### src/rtl/cios_pkg.sv
// Shared types and constants for the CIOS multi-word datapath blocks.
// Holds the sequencer state encoding and the add/subtract mode values,
// plus a helper for the carry/borrow polarity swap used in subtraction.
package cios_pkg;

    typedef enum logic [1:0] {
        IDLE  = 2'd0,
        RUN   = 2'd1,
        DRAIN = 2'd2,
        DONE  = 2'd3
    } state_t;

    localparam logic MODE_ADD = 1'b0;
    localparam logic MODE_SUB = 1'b1;

    // Subtraction is done as A + ~B + carry, where carry = ~borrow.
    // The same inversion converts borrow-in to carry-in and the final
    // carry back to a borrow-out, so one helper serves both directions.
    function automatic logic sub_flip(input logic mode, input logic bit_in);
        return (mode == MODE_SUB) ? ~bit_in : bit_in;
    endfunction

endpackage

### src/rtl/mw_word_addc.sv
// Single-word adder with carry-in and optional inversion of the B operand.
// Produces a WIDTH+1 bit result whose top bit is the carry into the next word.
module mw_word_addc #(
    parameter int WIDTH = 32
) (
    input  logic [WIDTH-1:0] a,
    input  logic [WIDTH-1:0] b,
    input  logic             cin,
    input  logic             invert_b,
    output logic [WIDTH:0]   sum
);

    logic [WIDTH-1:0] b_eff;

    // Invert B for subtraction, then add all three terms one bit wider
    // than the word so the carry-out lands in sum[WIDTH].
    always_comb begin
        b_eff = invert_b ? ~b : b;
        sum   = {1'b0, a} + {1'b0, b_eff} + {{WIDTH{1'b0}}, cin};
    end

endmodule

### src/rtl/mw_addsub.sv
// Word-serial multi-word adder/subtractor.
// Operand words arrive LSW first over a valid/ready handshake; each accepted
// pair is added (or subtracted) with the carry held from the previous word
// and the result word is registered into a single-entry output stage that
// supports downstream backpressure. The final carry/borrow is reported on
// cout together with a one-cycle done pulse.
module mw_addsub
    import cios_pkg::*;
#(
    parameter int WIDTH  = 32,
    parameter int NWORDS = 8
) (
    input  logic             clk,
    input  logic             rst,
    input  logic             start,
    input  logic             mode,
    input  logic             cin,
    input  logic [WIDTH-1:0] a_word,
    input  logic [WIDTH-1:0] b_word,
    input  logic             in_valid,
    output logic             in_ready,
    output logic [WIDTH-1:0] out_word,
    output logic             out_last,
    output logic             out_valid,
    input  logic             out_ready,
    output logic             cout,
    output logic             busy,
    output logic             done
);

    localparam int CNT_W = $clog2(NWORDS + 1);
    localparam logic [CNT_W-1:0] LAST_IDX = CNT_W'(NWORDS - 1);
    localparam logic [CNT_W-1:0] CNT_ONE  = CNT_W'(1);

    state_t             state;
    state_t             state_next;
    logic               mode_r;
    logic               carry;
    logic [CNT_W-1:0]   count;
    logic [WIDTH:0]     sum;
    logic               accept;
    logic               last_accept;
    logic               out_hs;

    mw_word_addc #(
        .WIDTH    (WIDTH)
    ) u_addc (
        .a        (a_word),
        .b        (b_word),
        .cin      (carry),
        .invert_b (mode_r),
        .sum      (sum)
    );

    // Handshake decode: input is accepted only while running and the output
    // stage is either empty or being emptied this same cycle.
    always_comb begin
        in_ready    = (state == RUN) && (!out_valid || out_ready);
        accept      = in_valid && in_ready;
        last_accept = accept && (count == LAST_IDX);
        out_hs      = out_valid && out_ready;
        busy        = (state != IDLE);
    end

    // Sequencer next-state: run until the last pair is taken, drain the
    // final result word, then spend one cycle in DONE for the pulse.
    always_comb begin
        state_next = state;
        unique case (state)
            IDLE:    if (start) state_next = RUN;
            RUN:     if (last_accept) state_next = DRAIN;
            DRAIN:   if (out_hs && out_last) state_next = DONE;
            DONE:    state_next = IDLE;
            default: state_next = IDLE;
        endcase
    end

    // State register.
    always_ff @(posedge clk) begin
        if (rst) begin
            state <= IDLE;
        end else begin
            state <= state_next;
        end
    end

    // Datapath: operation setup on start, carry chain and output stage
    // while running, and the completion report when the last word leaves.
    // done is raised on the edge that enters DONE so that it and the new
    // cout value become visible in the same cycle.
    always_ff @(posedge clk) begin
        if (rst) begin
            mode_r    <= MODE_ADD;
            carry     <= 1'b0;
            count     <= '0;
            out_word  <= '0;
            out_valid <= 1'b0;
            out_last  <= 1'b0;
            cout      <= 1'b0;
            done      <= 1'b0;
        end else begin
            done <= 1'b0;
            unique case (state)
                IDLE: begin
                    if (start) begin
                        mode_r <= mode;
                        carry  <= sub_flip(mode, cin);
                        count  <= '0;
                    end
                end
                RUN: begin
                    if (accept) begin
                        out_word  <= sum[WIDTH-1:0];
                        carry     <= sum[WIDTH];
                        out_valid <= 1'b1;
                        out_last  <= last_accept;
                        count     <= count + CNT_ONE;
                    end else if (out_hs) begin
                        out_valid <= 1'b0;
                    end
                end
                DRAIN: begin
                    if (out_hs) begin
                        out_valid <= 1'b0;
                        out_last  <= 1'b0;
                        if (out_last) begin
                            done <= 1'b1;
                            cout <= sub_flip(mode_r, carry);
                        end
                    end
                end
                DONE: begin
                    done <= 1'b0;
                end
                default: begin
                    done <= 1'b0;
                end
            endcase
        end
    end

endmodule
### config.mk
export PLATFORM = sky130hd
export DESIGN_NAME = mw_addsub
export DESIGN_NICKNAME = d
export VERILOG_FILES = /design/src/rtl/cios_pkg.sv /design/src/rtl/mw_word_addc.sv /design/src/rtl/mw_addsub.sv
export SDC_FILE = /design/constraint.sdc
export NUM_CORES = 1
export LEC_CHECK = 0
export ABC_AREA = 1
export BUFFER_PORTS_ARGS = -buffer_cell sky130_fd_sc_hd__buf_2
export CORE_MARGIN = 10
export CORE_UTILIZATION = 40
export CTS_CLUSTER_DIAMETER = 60
export DETAILED_ROUTE_END_ITERATION = 10
export MAX_ROUTING_LAYER = met4
export SLEW_MARGIN = 15
export SYNTH_ARGS = -nofsm -noshare
export SYNTH_HDL_FRONTEND = slang
export SYNTH_SLANG_ARGS = --single-unit
### constraint.sdc
create_clock -name clk -period 3.4 [get_ports clk]
set_input_delay 0.34 -clock clk [delete_from_list [all_inputs] [get_ports clk]]
set_output_delay 0.34 -clock clk [all_outputs]
set_load 0.005 [all_outputs]
==> impl_results.md <==
- Vias per inst: 4.74
- WP data arrival: 3040 ps
- Hold Crit Class: primary input to flip-flop
- Area grow syn2layout: 17.8%
- Number of buffers added for setup after CTS: 0
- Tot GR Track Use: 0.181
- Top Ports: between 100 and 150
- CTS buffer count: 5
- CTS clk-pin slew, worst paths: 60 ps
- DP HPWL: between 10,000 and 15,000 um
- Sum Neg Setup Slack: 0 ps
- Largest family of logic cells by synthesized area: simple AND/OR/NAND/NOR gates
- Final setup fails: 0
- Nets@finish: 983
- Startpoint types: flip-flop
- Met2 Usage GRT: 0.316
- Max_cap viols: 0
- Die area: about 16,000 um^2
- WP data required: roughly 3600 ps
- Final GP Congestion: 0.906
- Simple-gate share of the synthesized area: 0.332
- Remaining DRCs: 0
- Synth Area in Compound Gates: 0.128
- Num rows: 38
- Final Critical Period: 2850 ps
- P per Cell Area: 570 nW/um^2
- Status: finished, final reports clean
- Grt total ovfl: 0
- Critical path fanouts, max: 11
- Post-Syn Area: 4570 um^2
- Root Driver: clkbuf_16
- Fin util: 0.488
- Final Hold Vio Count: 0
- Fin crit share: 0.840
- Die X: 127 um
- Syn Inst Count: ~770
- Unrepaired setup endpoints after global routing: no
- Die H: between 100 and 150 um
- Drt pass-1 iters: 5
- Number of synthesized flops with an enable pin: 0
- ANT nets after route: 0
- Max frequency: 350 MHz
- Maximum VDD drop: 0.000278 V
- Initial antenna violation count: 0
- Layout Cells excl Fill: just over 1,000
- WL final: 14,500 um
- Post-cts gate resize count: 0
- GR Layer Usage met3: 0.0333
- Pin count of the biggest net entering global routing: between 50 and 60
- Post-synth top flop: dfxtp_1
- Mean routed wirelength per cell: 14.3 um
- Vias in the first global route: approximately 4,800
- Register bit total from synthesis: 44
- ANT cells: 0
- Via count: 4,805
- Cell variety after synth: 37
- Avg Inst Size Synth: 5.93 um^2
- FILL cells: 1,225
- Asr flop ratio synth: 0
- # port buffers: 108
- CTS tree: built
- Synth Area in Adders: 0.107
- Grt met1 use: 0.203
- Grt peak-use layer: met2
- Sink Count: 44
- CTS H-tree lvls: 2
- Critical path class: flip-flop to flip-flop
- Crit end category: flip-flop
- Global-route wire length before repair: ~24,000 um
- P_leak: about 0.0033 uW
- Max-slew headroom: 0.299
- Post-synthesis mux area share: 0
- Clock buffer depth: 2
- Share of cells above drive strength 1: 0.147
- Worst Tran Pin Value: 1040 ps
- Iter 0 DRT Violations: 228
- Later-pin clock latency in the skew report: just under 300 ps
- Slew Viols, Final: 0
- Synth warn: 0
- Worst Clk Skew: 4.63 ps
- Register area share after synthesis: 0.193
- Post-CTS Hold Buffers: 0
- Post-Syn Nets: 880
- Placed cells: 1,007
- Xor/xnor cell area share of the yosys netlist: 0.0920
- Initial Util: 0.414
- CORE AREA: 11,000 um^2
-- layout by cell type (no fill, tap or decap), drive strengths merged --
cell      n
nand2   258
inv     157
buf     109
nor2     50
xor2     44
dfxtp    44
nand3    43
ha       36
a21oi    34
o21ai    30
o21bai   17
o21a     14
nor3     10
clkbuf    5
xnor2     4
nand4     4
nand3b    2
fa        2
clkinv    2
nor3b     1
or2       1
a31o      1
o211a     1
and2      1
o211ai    1
a31oi     1
bufinv    1
-- report_power, final --
group	switching, uW	internal, uW	total [uW]
sequential	86.1	630	716
clock	195	338	533
combinational	1160	662	1820
-- kinds of logic after synthesis --
kind of cell    after synthesis
simple gates                370
buf+inv                     172
compound gates               99
xor+xnor                     48
flops                        44
fa+ha+maj                    38
-- state kept, by name, summed over array words and instances (netlist names) --
name	flops
count	4
out_valid	1
out_last	1
state	2
cout	1
carry	1
out_word	32
mode_r	1
done	1
-- synthesized netlist by cell type, types with 2 or more instances --
| cell | n | area share |
|---|---|---|
| a21oi_1 | 34 | 0.037 |
| buf_2 | 4 | 0.0044 |
| buf_4 | 3 | 0.0049 |
| buf_6 | 2 | 0.0049 |
| clkbuf_1 | 3 | 0.0025 |
| dfxtp_1 | 44 | 0.19 |
| fa_1 | 2 | 0.0088 |
| ha_1 | 36 | 0.099 |
| inv_1 | 155 | 0.13 |
| inv_2 | 2 | 0.0016 |
| nand2_1 | 254 | 0.21 |
| nand2_2 | 3 | 0.0041 |
| nand3_1 | 42 | 0.046 |
| nand3b_1 | 2 | 0.0033 |
| nand4_1 | 4 | 0.0055 |
| nor2_1 | 48 | 0.039 |
| nor3_1 | 10 | 0.011 |
| o21a_1 | 14 | 0.023 |
| o21ai_0 | 22 | 0.024 |
| o21ai_1 | 8 | 0.0088 |
| o21bai_1 | 17 | 0.028 |
| xnor2_1 | 4 | 0.0077 |
| xor2_1 | 44 | 0.084 |
-- cell type report --
cell class	instances	area, um^2	share of cell area
repair buffers	109	561	0.104
flip-flops and latches	44	882	0.164
well taps	140	175	0.0325
inverters	159	598	0.111
multi-input cells	555	3010	0.560
clock inverters	1	30.0	0.00558
clock buffers	5	125	0.0232
-- critical path, cell delays in order (launching register included) --
cell     delay, ps
dfxtp_2        550
xnor2_1        180
fa_1           380
inv_1          190
fa_1           300
nand3_1         90
nand3_1        160
nand2_1         70
nand2_1        140
nand2_1         80
nand2_1        150
nand2_1        100
nand3_1         90
nand3_1        120
nand2_1        100
inv_1           40
-- worst paths after layout --
| check | cells after the start | endpoint | startpoint | slack (ps) |
|---|---|---|---|---|
| worst max register to register | 15 | out_word[24]$_SDFFE_PP0P_ | mode_r$_SDFFE_PP0P_ | 550 |
| worst max-delay path | 15 | out_word[24]$_SDFFE_PP0P_ | mode_r$_SDFFE_PP0P_ | 550 |
| worst min-delay path | 2 | out_word[2]$_SDFFE_PP0P_ | rst | 340 |
| worst min register to register | 2 | out_word[2]$_SDFFE_PP0P_ | out_word[2]$_SDFFE_PP0P_ | 460 |
-- stage by stage --
step	cell area, um^2	worst slack [ps]	power, uW	hold slack [ps]
2_1_floorplan	4570	881	1990	409
3_3_place_gp	5230	569	2540	451
3_5_place_dp	5230	554	2560	458
4_1_cts	5380	545	3100	337
5_1_grt	5380	302	3370	343
6_report	5380	545	3070	340
-- routing by layer --
layer	share of wire	vias up
met5	0	-
met4	0.029	0
met3	0.045	23
met2	0.49	99
met1	0.43	2112
li1	-	2571
Power figures use the tool's default switching activity.
